File: src/rtl/icb_csr_sram_bridge.sv
// ICB slave bridge: byte-maskable CSR bank plus a word window onto accelerator SRAM.
module icb_csr_sram_bridge #(
  parameter int unsigned NUM_CSR     = 4,
  parameter int unsigned SRAM_AW     = 13,
  parameter int unsigned SRAM_RD_LAT = 1
) (
  input  logic                      clk,
  input  logic                      rst_n,
  input  logic                      icb_cmd_valid,
  output logic                      icb_cmd_ready,
  input  logic                      icb_cmd_read,
  input  logic [31:0]               icb_cmd_addr,
  input  logic [31:0]               icb_cmd_wdata,
  input  logic [3:0]                icb_cmd_wmask,
  output logic                      icb_rsp_valid,
  input  logic                      icb_rsp_ready,
  output logic [31:0]               icb_rsp_rdata,
  output logic                      icb_rsp_err,
  output logic [7:0]                ctrl_mode_o,
  output logic                      start_o,
  output logic [(NUM_CSR-2)*32-1:0] param_o,
  input  logic                      busy_i,
  input  logic                      done_i,
  output logic                      irq_o,
  output logic                      sram_wr_en,
  output logic [SRAM_AW-1:0]        sram_wr_addr,
  output logic [31:0]               sram_wr_data,
  output logic [3:0]                sram_wr_be,
  output logic                      sram_rd_en,
  output logic [SRAM_AW-1:0]        sram_rd_addr,
  input  logic [31:0]               sram_rd_data
);

  localparam int unsigned CW = 2;

  typedef enum logic [1:0] {IDLE, SRD, RSP} state_t;

  state_t               state_q, state_n;
  logic [CW-1:0]        cnt_q;
  logic                 irq_en_q;
  logic                 done_sticky_q;
  logic                 accept_c;
  logic                 sel_sram_c;
  logic                 csr_hit_c;
  logic                 rd_done_c;
  logic [SRAM_AW-1:0]   word_c;
  logic [NUM_CSR-1:0]   csr_wr_c;
  logic [31:0]          csr_rd_c;
  logic                 unused_addr_bits;

  // Address decode: the window bit picks SRAM, otherwise a low word index picks a CSR.
  assign word_c           = icb_cmd_addr[SRAM_AW+1:2];
  assign sel_sram_c       = icb_cmd_addr[SRAM_AW+2];
  assign csr_hit_c        = !sel_sram_c && (word_c < SRAM_AW'(NUM_CSR));
  assign accept_c         = icb_cmd_valid && icb_cmd_ready;
  assign unused_addr_bits = ^{icb_cmd_addr[31:SRAM_AW+3], icb_cmd_addr[1:0]};

  // Per-CSR write strobes and read-back mux.
  always_comb begin
    csr_wr_c = '0;
    csr_rd_c = '0;
    for (int i = 0; i < int'(NUM_CSR); i++) begin
      csr_wr_c[i] = accept_c && !icb_cmd_read && csr_hit_c && (word_c == SRAM_AW'(i));
    end
    if (word_c == SRAM_AW'(0)) begin
      csr_rd_c = {16'h0, ctrl_mode_o, 6'h0, irq_en_q, 1'b0};
    end else if (word_c == SRAM_AW'(1)) begin
      csr_rd_c = {30'h0, done_sticky_q, busy_i};
    end else begin
      for (int i = 2; i < int'(NUM_CSR); i++) begin
        if (word_c == SRAM_AW'(i)) csr_rd_c = param_o[(i-2)*32 +: 32];
      end
    end
  end

  // State register.
  always_ff @(posedge clk or negedge rst_n) begin
    if (!rst_n) state_q <= IDLE;
    else        state_q <= state_n;
  end

  // Next-state logic: one outstanding command, SRAM reads wait out the array latency.
  always_comb begin
    state_n   = state_q;
    rd_done_c = 1'b0;
    unique case (state_q)
      IDLE: if (accept_c) state_n = (icb_cmd_read && sel_sram_c) ? SRD : RSP;
      SRD: begin
        if (cnt_q == CW'(SRAM_RD_LAT)) begin
          rd_done_c = 1'b1;
          state_n   = RSP;
        end
      end
      RSP:     if (icb_rsp_ready) state_n = IDLE;
      default: state_n = IDLE;
    endcase
  end

  // Handshake flags, latency counter and response payload.
  always_ff @(posedge clk or negedge rst_n) begin
    if (!rst_n) begin
      icb_cmd_ready <= 1'b0;
      icb_rsp_valid <= 1'b0;
      icb_rsp_rdata <= '0;
      icb_rsp_err   <= 1'b0;
      cnt_q         <= '0;
    end else begin
      icb_cmd_ready <= (state_n == IDLE);
      icb_rsp_valid <= (state_n == RSP);
      if (state_q == SRD) cnt_q <= cnt_q + CW'(1);
      if (accept_c) begin
        cnt_q         <= '0;
        icb_rsp_err   <= !sel_sram_c && !csr_hit_c;
        icb_rsp_rdata <= (icb_cmd_read && csr_hit_c) ? csr_rd_c : '0;
      end else if (rd_done_c) begin
        icb_rsp_rdata <= sram_rd_data;
      end else if ((state_q == RSP) && icb_rsp_ready) begin
        icb_rsp_rdata <= '0;
        icb_rsp_err   <= 1'b0;
      end
    end
  end

  // CSR bank: control, sticky done status, interrupt and parameter registers.
  always_ff @(posedge clk or negedge rst_n) begin
    if (!rst_n) begin
      ctrl_mode_o   <= '0;
      irq_en_q      <= 1'b0;
      done_sticky_q <= 1'b0;
      start_o       <= 1'b0;
      irq_o         <= 1'b0;
      param_o       <= '0;
    end else begin
      start_o <= csr_wr_c[0] && icb_cmd_wmask[0] && icb_cmd_wdata[0] && !busy_i;
      irq_o   <= done_sticky_q && irq_en_q;
      if (done_i) begin
        done_sticky_q <= 1'b1;
      end else if (csr_wr_c[1] && icb_cmd_wmask[0] && icb_cmd_wdata[1]) begin
        done_sticky_q <= 1'b0;
      end
      if (csr_wr_c[0]) begin
        if (icb_cmd_wmask[0]) irq_en_q    <= icb_cmd_wdata[1];
        if (icb_cmd_wmask[1]) ctrl_mode_o <= icb_cmd_wdata[15:8];
      end
      for (int i = 2; i < int'(NUM_CSR); i++) begin
        for (int b = 0; b < 4; b++) begin
          if (csr_wr_c[i] && icb_cmd_wmask[b]) begin
            param_o[(i-2)*32 + b*8 +: 8] <= icb_cmd_wdata[b*8 +: 8];
          end
        end
      end
    end
  end

  // SRAM strobes: one-cycle pulses with the command's address and data registered.
  always_ff @(posedge clk or negedge rst_n) begin
    if (!rst_n) begin
      sram_wr_en   <= 1'b0;
      sram_wr_addr <= '0;
      sram_wr_data <= '0;
      sram_wr_be   <= '0;
      sram_rd_en   <= 1'b0;
      sram_rd_addr <= '0;
    end else begin
      sram_wr_en <= accept_c && sel_sram_c && !icb_cmd_read;
      sram_rd_en <= accept_c && sel_sram_c && icb_cmd_read;
      if (accept_c && sel_sram_c) begin
        if (icb_cmd_read) begin
          sram_rd_addr <= word_c;
        end else begin
          sram_wr_addr <= word_c;
          sram_wr_data <= icb_cmd_wdata;
          sram_wr_be   <= icb_cmd_wmask;
        end
      end
    end
  end

endmodule

File: config.mk
export PLATFORM = sky130hd
export DESIGN_NAME = icb_csr_sram_bridge
export DESIGN_NICKNAME = d
export VERILOG_FILES = /design/src/rtl/icb_csr_sram_bridge.sv
export SDC_FILE = /design/constraint.sdc
export NUM_CORES = 1
export LEC_CHECK = 0
export BUFFER_PORTS_ARGS = -buffer_cell sky130_fd_sc_hd__buf_2
export CAP_MARGIN = 10
export CORE_MARGIN = 5
export CORE_UTILIZATION = 40
export DETAILED_ROUTE_END_ITERATION = 8
export PLACE_DENSITY = 0.75
export SETUP_SLACK_MARGIN = 0.5
export SLEW_MARGIN = 20
export SYNTH_ARGS = -nofsm -noshare
export SYNTH_HDL_FRONTEND = slang
export SYNTH_SLANG_ARGS = --single-unit
File: constraint.sdc
create_clock -name clk -period 3 [get_ports clk]
set_clock_uncertainty 0.15 [all_clocks]
set_input_delay 0.6 -clock clk [delete_from_list [all_inputs] [get_ports clk]]
set_output_delay 0.6 -clock clk [all_outputs]
set_load 0.01 [all_outputs]
==> results of run 1 <==
-- power groups by stage --
stage / clock, uW / sequential (uW) / combinational (uW)
floorplan: 0 / 3530 / 694
global placement: 0 / 3260 / 1830
detailed placement: 0 / 3280 / 1880
CTS: 2450 / 3240 / 1890
global route: 2560 / 3320 / 2060
finish: 2390 / 3240 / 1870
-- cell usage in the layout, fill, tap and decap left out, drive strengths merged, types with 2 or more instances in the layout --
cell type  count
buf          286
dfrtp        179
mux2         125
nand2         44
mux2i         30
o21ai         25
a22oi         22
clkbuf        19
inv           16
a221oi         9
a21oi          9
o2bb2ai        8
nor2           5
and3           4
and4b          4
bufinv         4
and2           3
nand3b         3
clkinvlp       3
clkinv         3
nand4          2
or4            2
nor2b          2
nor4           2
nand3          2
a211oi         2
-- final timing paths --
path,end,slack [ns],cells past startpoint
max reg2reg,param_o[29],0.59,6
min reg2reg,sram_rd_addr[7],0.33,2
max in group asynchronous,icb_rsp_rdata[15],1.41,3
min,start_o,0.21,2
min in group asynchronous,icb_rsp_rdata[5],0.51,2
max,param_o[29],0.53,7
-- area by class of cell --
class | instances | share of cell area [%]
Inverter | 12 | 0.4529
Sequential cell | 179 | 45.04
Clock inverter | 14 | 1.975
Clock buffer | 18 | 4.416
Multi-Input combinational cell | 317 | 28.52
Tap cell | 234 | 2.944
Timing Repair Buffer | 288 | 16.65
-- sequential cells by signal, indices dropped and copies added, names as in the netlist, 2 cells and up --
signal,flops
sram_wr_addr,13
ctrl_mode_o,8
state_q,2
cnt_q,2
icb_rsp_rdata,32
sram_wr_data,32
param_o,64
sram_rd_addr,13
sram_wr_be,4
-- what timing repair did --
action / in CTS / in global routing
cloned: 1 / 0
pin swaps: 1 / 0
buffers inserted: 0 / 1
hold buffers: 1 / 0
resized for setup: 3 / 1
hold endpoints to repair: 37 / 0
setup endpoints to repair: 1 / 20
-- worst max-delay path, delay by kind of cell --
kind	cells	cell delay, ns
multiplexers	1	0.34
buffers and inverters	3	0.49
AND/OR/NAND/NOR	3	1.18
-- per-stage QoR --
step / std cells / instance area, um2
after floorplan: 542 / 7497
after global placement: 1027 / 9275
after detailed placement: 1027 / 9275
after CTS: 1061 / 9935
after global routing: 1062 / 9945
final: 1062 / 9945
-- layer usage --
layer | GRT usage, % | share of wire (%)
met5 | 0 | 0
met4 | 3.914 | 0.83
met1 | 24.89 | 43
met3 | 6.539 | 7.2
met2 | 32.66 | 49
-- logic make-up after synthesis --
kind of cell	synth area share, %
AO/OA/AOI/OAI	7.210
AND/OR/NAND/NOR	5.591
XOR/XNOR	0.1168
flip-flops	59.75
multiplexers	24.28
adder cells (fa/ha/maj)	0.1669
buffers and inverters	2.887
==> reports/results.tsv, run 1 <==
stage	metric	value	unit
critical_path	Crit. Startpoint	icb_cmd_addr[9]	
cts	H-tree Lvls	4	
critical_path	Req. time, crit path	3.15	ns
global_routing	initial antenna violation count	0	
synthesis	EDFF count, synth	0	
synthesis	post-synthesis sequential area ratio	59.75	%
power_and_ir_drop	Sw Share	30.06	%
synthesis	synth cell count leaders	179 x dfrtp_1, 101 x mux2_2, 44 x nand2_1	
timing	Rel. slew slack	51.91	%
critical_path	max incr delay on CP	0.57	ns
timing	Worst-Margin Slew	0.7153	ns
detailed_routing	post-route ant nets	0	
synthesis	post-synth cell types	43	
layout	FF/Latch Area	0.004479	mm2
placement	IO buf count	261	
synthesis	synthesized area per cell	13.83	um2
synthesis	area share of the largest cell type after synthesis	59.75	%
power_and_ir_drop	Power Density	755.0	mW/mm2
detailed_routing	drt pass-1 iters	5	
global_routing	first-pass GRT wire length	33420	um
cts	CTS root buf	clkbuf_16	
timing	final worst path period need	2.465	ns
power_and_ir_drop	internal power component	5251	uW
synthesis	top cells by area, synth	dfrtp_1 60%, mux2_2 15%, mux2_4 4.8%	
timing	Slew Limit Fails	0	
detailed_routing	Avg WL per Cell	19.52	um
critical_path	Setup Crit Path Kind	primary input to flop	
critical_path	crit start category	primary input	
critical_path	crit-path max FO	8	
timing	Tcrit/Tclk final	82.18	%
global_routing	largest net degree at the start of global routing	81	
critical_path	crit path DAT	2.61	ns
outcome	status	finished clean	
detailed_routing	# DRC	0	
timing	Max Fclk	405.6	MHz
critical_path	crit path cell chain	buf_2 > or4_4 > nor4_4 > buf_4 > and4b_1 > buf_12 > mux2_2	
layout	share of post-route cells with drive strength above 1	54.59	%
timing	final worst slack	0.5347	ns
placement	dpl ws	0.1564	ns
worst_hold_path	hold crit path type	primary input to flop	
critical_path	reg2reg start	icb_cmd_ready	
power_and_ir_drop	combinational share of power	24.9	%
timing	Fin. Hold Viols	0	
detailed_routing	1st-iter DRT viols	187	
cts	TritonCTS clock tree	yes	
layout	NumNets Final	923	
synthesis	area leader, netlist	dfrtp_1	
placement	gpl congestion	0.7823	
synthesis	synthesized instance count	542	
synthesis	Post-synth ARST share	100.0	%
synthesis	yosys warns	0	
global_routing	grt total ovfl	0	
detailed_routing	total wire length	20730	um
power_and_ir_drop	net switching power	2257	uW
timing	hold slack	0.2105	ns
synthesis	Synth Register Bits	179	
die	die width	146.9	um
layout	Area Overhead vs Synth	32.64	%
global_routing	GRT Overall Usage	19.49	%
die	I/O pins	280	
power_and_ir_drop	clock network fraction of total power	31.9	%
timing	Setup TNS	0	ns
layout	Final Util	53.52	%
cts	clock sink total	179	
die	Initial Utilization	40.35	%
synthesis	Post-Syn Nets	650	
power_and_ir_drop	sequential power share	43.2	%
cts	clock buffer count from CTS	17	
cts	clk slew on worst S/H paths	0.06	ns
die	Die Area	0.02158	mm2
die	Core ar.	0.01858	mm2
critical_path	crit path max-delay cell type	or4_4	
power_and_ir_drop	worst vdd ir	0.3732	mV
placement	detailed placement HPWL	14930	um
critical_path	Critical Path Sink Type	flop	
global_routing	vias in the first global route	5956	
layout	ant diodes	0	
worst_hold_path	Worst Hold Launch	busy_i	
power_and_ir_drop	Design Power	7508	uW
layout	Filler Cells Inserted	1606	
die	die height	146.9	um
synthesis	Synth Flop Type	dfrtp_1	
layout	multi-input logic area	0.002836	mm2
synthesis	top-count cell post-synth	dfrtp_1	
flow_run	Max Cap Viol	0	
detailed_routing	vias per inst	5.151	
cts	Clock Latency Late Sink	0.42	ns
timing	final number of setup-violating endpoints	0	
die	Rows	50	
cts	clk buf depth	2	
detailed_routing	Via Count	5470	
timing	unrepaired setup endpoints after global routing	false	
synthesis	area of the mapped netlist	0.007497	mm2
power_and_ir_drop	Lkg Pwr	0.005243	uW
Power figures use the tool's default switching activity.
==> run 2: changes to the inputs <==
==> constraint.sdc (replaced) <==
create_clock -name clk -period 2.48 [get_ports clk]
set_clock_uncertainty 0.15 [all_clocks]
set_input_delay 0.496 -clock clk [delete_from_list [all_inputs] [get_ports clk]]
set_output_delay 0.496 -clock clk [all_outputs]
set_load 0.01 [all_outputs]
==> run 2 against run 1 <==
Against the previous run:
- total power grew 21%
- cell count up 3.4%
- clock power is 17% higher
- largest power group unchanged
- register-to-register slack got worse by 0.30 ns
- worst hold slack worse by 0.095 ns
- cell area grew 6.3%
- utilization increased by 3.3 points
- critical path depth grew 1
- setup slack worse by 0.30 ns
- die area unchanged
==> reports/results.tsv, run 2 (synthesized netlist as in run 1, its figures left out) <==
stage	metric	value	unit	change
global_routing	largest net degree at the start of global routing	53		-35%
die	Die Area	0.02158	mm2	unchanged
critical_path	crit start category	primary input		
die	Initial Utilization	40.35	%	unchanged
power_and_ir_drop	worst vdd ir	0.5032	mV	+35%
layout	fin area	0.01057	mm2	+6.3%
timing	final number of setup-violating endpoints	0		unchanged
detailed_routing	Avg WL per Cell	20.06	um	+2.8%
layout	max FFs per register	64		unchanged
layout	largest register by flop count	param_o		
timing	Slew Limit Fails	0		unchanged
global_routing	vias in the first global route	6148		+3.2%
worst_hold_path	hold crit path type	primary input to flop		
cts	clock sink total	179		unchanged
cts	CTS root buf	clkbuf_16		
layout	commonest cells after routing, fill and taps aside	256 x buf_2, 179 x dfrtp_1, 76 x mux2_2		
global_routing	grt total ovfl	0		unchanged
layout	multi-input logic area	0.003105	mm2	+9.5%
layout	most common cell after layout, fill and taps aside	buf_2		
layout	Area Overhead vs Synth	40.94	%	
cts	clock buffer count from CTS	17		unchanged
global_routing	GRT Overall Usage	19.90	%	+0.41 points
power_and_ir_drop	clock network fraction of total power	30.8	%	-1.1 points
power_and_ir_drop	net switching power	2779	uW	+23%
detailed_routing	total wire length	22020	um	+6.3%
die	Core ar.	0.01858	mm2	unchanged
timing	unrepaired setup endpoints after global routing	true		
detailed_routing	drt pass-1 iters	4		-1
cts	Clock Latency Late Sink	0.42	ns	about the same
cts	TritonCTS clock tree	yes		
cts	H-tree Lvls	4		unchanged
layout	NumNets Final	958		+3.8%
timing	Max Fclk	445.0	MHz	
flow_run	Max Cap Viol	0		unchanged
detailed_routing	# DRC	0		unchanged
critical_path	Req. time, crit path	2.64	ns	-0.51 ns
power_and_ir_drop	Sw Share	30.69	%	+0.63 points
layout	share of post-route cells with drive strength above 1	60.14	%	+5.5 points
placement	dpl ws	-0.2138	ns	-0.3702 ns
detailed_routing	Via Count	5675		+3.7%
die	die height	146.9	um	unchanged
placement	IO buf count	261		unchanged
layout	top flop regs	param_o x64, icb_rsp_rdata x32, sram_wr_data x32		
outcome	status	finished clean		
timing	Fin. Hold Viols	0		unchanged
power_and_ir_drop	internal power component	6276	uW	+20%
timing	Worst-Margin Slew	0.5194	ns	-0.1960 ns
critical_path	Setup Crit Path Kind	primary input to flop		
cts	clk slew on worst S/H paths	0.07	ns	about the same
power_and_ir_drop	Lkg Pwr	0.005553	uW	+5.9%
power_and_ir_drop	sequential power share	43.3	%	about the same
detailed_routing	1st-iter DRT viols	169		-9.6%
placement	gpl congestion	0.8148		+4.2%
layout	Final Util	56.87	%	+3.3 points
critical_path	Critical Path Sink Type	flop		
critical_path	crit path DAT	2.40	ns	-0.21 ns
timing	final worst slack	0.2329	ns	-0.3019 ns
die	Rows	50		unchanged
timing	final worst path period need	2.247	ns	
timing	Tcrit/Tclk final	90.61	%	
timing	Rel. slew slack	65.37	%	+13 points
cts	clk buf depth	2		unchanged
die	I/O pins	280		unchanged
global_routing	initial antenna violation count	2		+2
global_routing	first-pass GRT wire length	34090	um	+2.0%
power_and_ir_drop	Power Density	856.9	mW/mm2	+13%
placement	Post-DP Area	0.009468	mm2	+2.1%
placement	detailed placement HPWL	15460	um	+3.5%
die	die width	146.9	um	unchanged
critical_path	crit-path max FO	8		unchanged
layout	FF/Latch Area	0.004479	mm2	unchanged
power_and_ir_drop	combinational share of power	25.9	%	+1.0 points
detailed_routing	post-route ant nets	0		unchanged
detailed_routing	vias per inst	5.168		+0.35%
layout	Filler Cells Inserted	1539		-4.2%
==> run 2: changes by cell type in the layout (fill, tap and decap cells not counted), moves of 3 or more <==
cell	previous run	this run
mux2_4	24	49
buf_2	260	256
o21ai_0	25	5
mux2_2	101	76
clkbuf_16	17	20
buf_6	1	19
a221oi_1	9	1
o21ai_1	0	6
a221oi_2	0	8
buf_4	14	34
o21ai_2	0	14
==> run 2: layout make-up <==
type	instances	share of cell area, %
sequential	179	42.39
multi-input combinational	317	29.39
timing repair buffer	323	19.22
clock buffer	20	4.417
tap	234	2.771
clock inverter	12	1.362
inverter	12	0.4263
antenna	1	0.02368
==> run 2: power by group through the flow <==
| stage | Clock (uW) | Combinational (uW) | Sequential (uW) |
|---|---|---|---|
| after global routing | 2980 | 2560 | 4010 |
| after detailed placement | 0 | 2320 | 3970 |
| after floorplan | 0 | 839 | 4270 |
| after CTS | 2850 | 2340 | 3920 |
| final | 2790 | 2350 | 3920 |
| after global placement | 0 | 2270 | 3940 |
==> run 2: layer usage <==
layer | GRT usage (%) | vias to the layer above | part of all wire (%)
met3 | 5.028 | 22 | 5.7
met1 | 25.19 | 2879 | 43
met2 | 33.90 | 190 | 49
li1 | - | 2582 | -
met5 | 0 | - | 0.059
met4 | 5.871 | 2 | 1.9
==> run 2: critical path: stages <==
cell,delay [ns]
buf_6,0.09
or4_4,0.56
nor4_4,0.34
buf_4,0.18
buf_6,0.11
and3_4,0.19
buf_12,0.14
mux2_4,0.31
==> run 2: worst paths after layout <==
check	endpoint	startpoint	cells after the start	slack, ns
setup / recovery	param_o[39]	icb_cmd_addr[5]	8	0.23
hold / removal	sram_rd_addr[10]	icb_cmd_addr[12]	3	0.12
setup reg to reg	param_o[39]	icb_cmd_ready	7	0.29
hold reg to reg	sram_rd_addr[3]	sram_rd_addr[3]	2	0.33
max in group asynchronous	param_o[24]	rst_n	3	1.09
min in group asynchronous	sram_wr_data[16]	rst_n	2	0.44
==> run 2: timing repair <==
item / 4_1_cts / 5_1_grt
hold buffers: 1 / 0
gates cloned: 1 / 4
hold endpoints to repair: 45 / 0
resized for setup: 45 / 53
setup buffers: 5 / 2
setup endpoints to repair: 106 / 107
pin swaps: 6 / 10
==> run 2: stage by stage <==
step	total power, uW	hold WS (ns)	setup TNS [ns]	instances
3_3_place_gp	6211	0.3094	-10.97	1052
3_5_place_dp	6285	0.3227	-11.84	1052
5_1_grt	9555	0.1029	0	1098
6_report	9054	0.1155	0	1098
2_1_floorplan	5111	0.05041	0	542
4_1_cts	9107	0.09829	0	1091
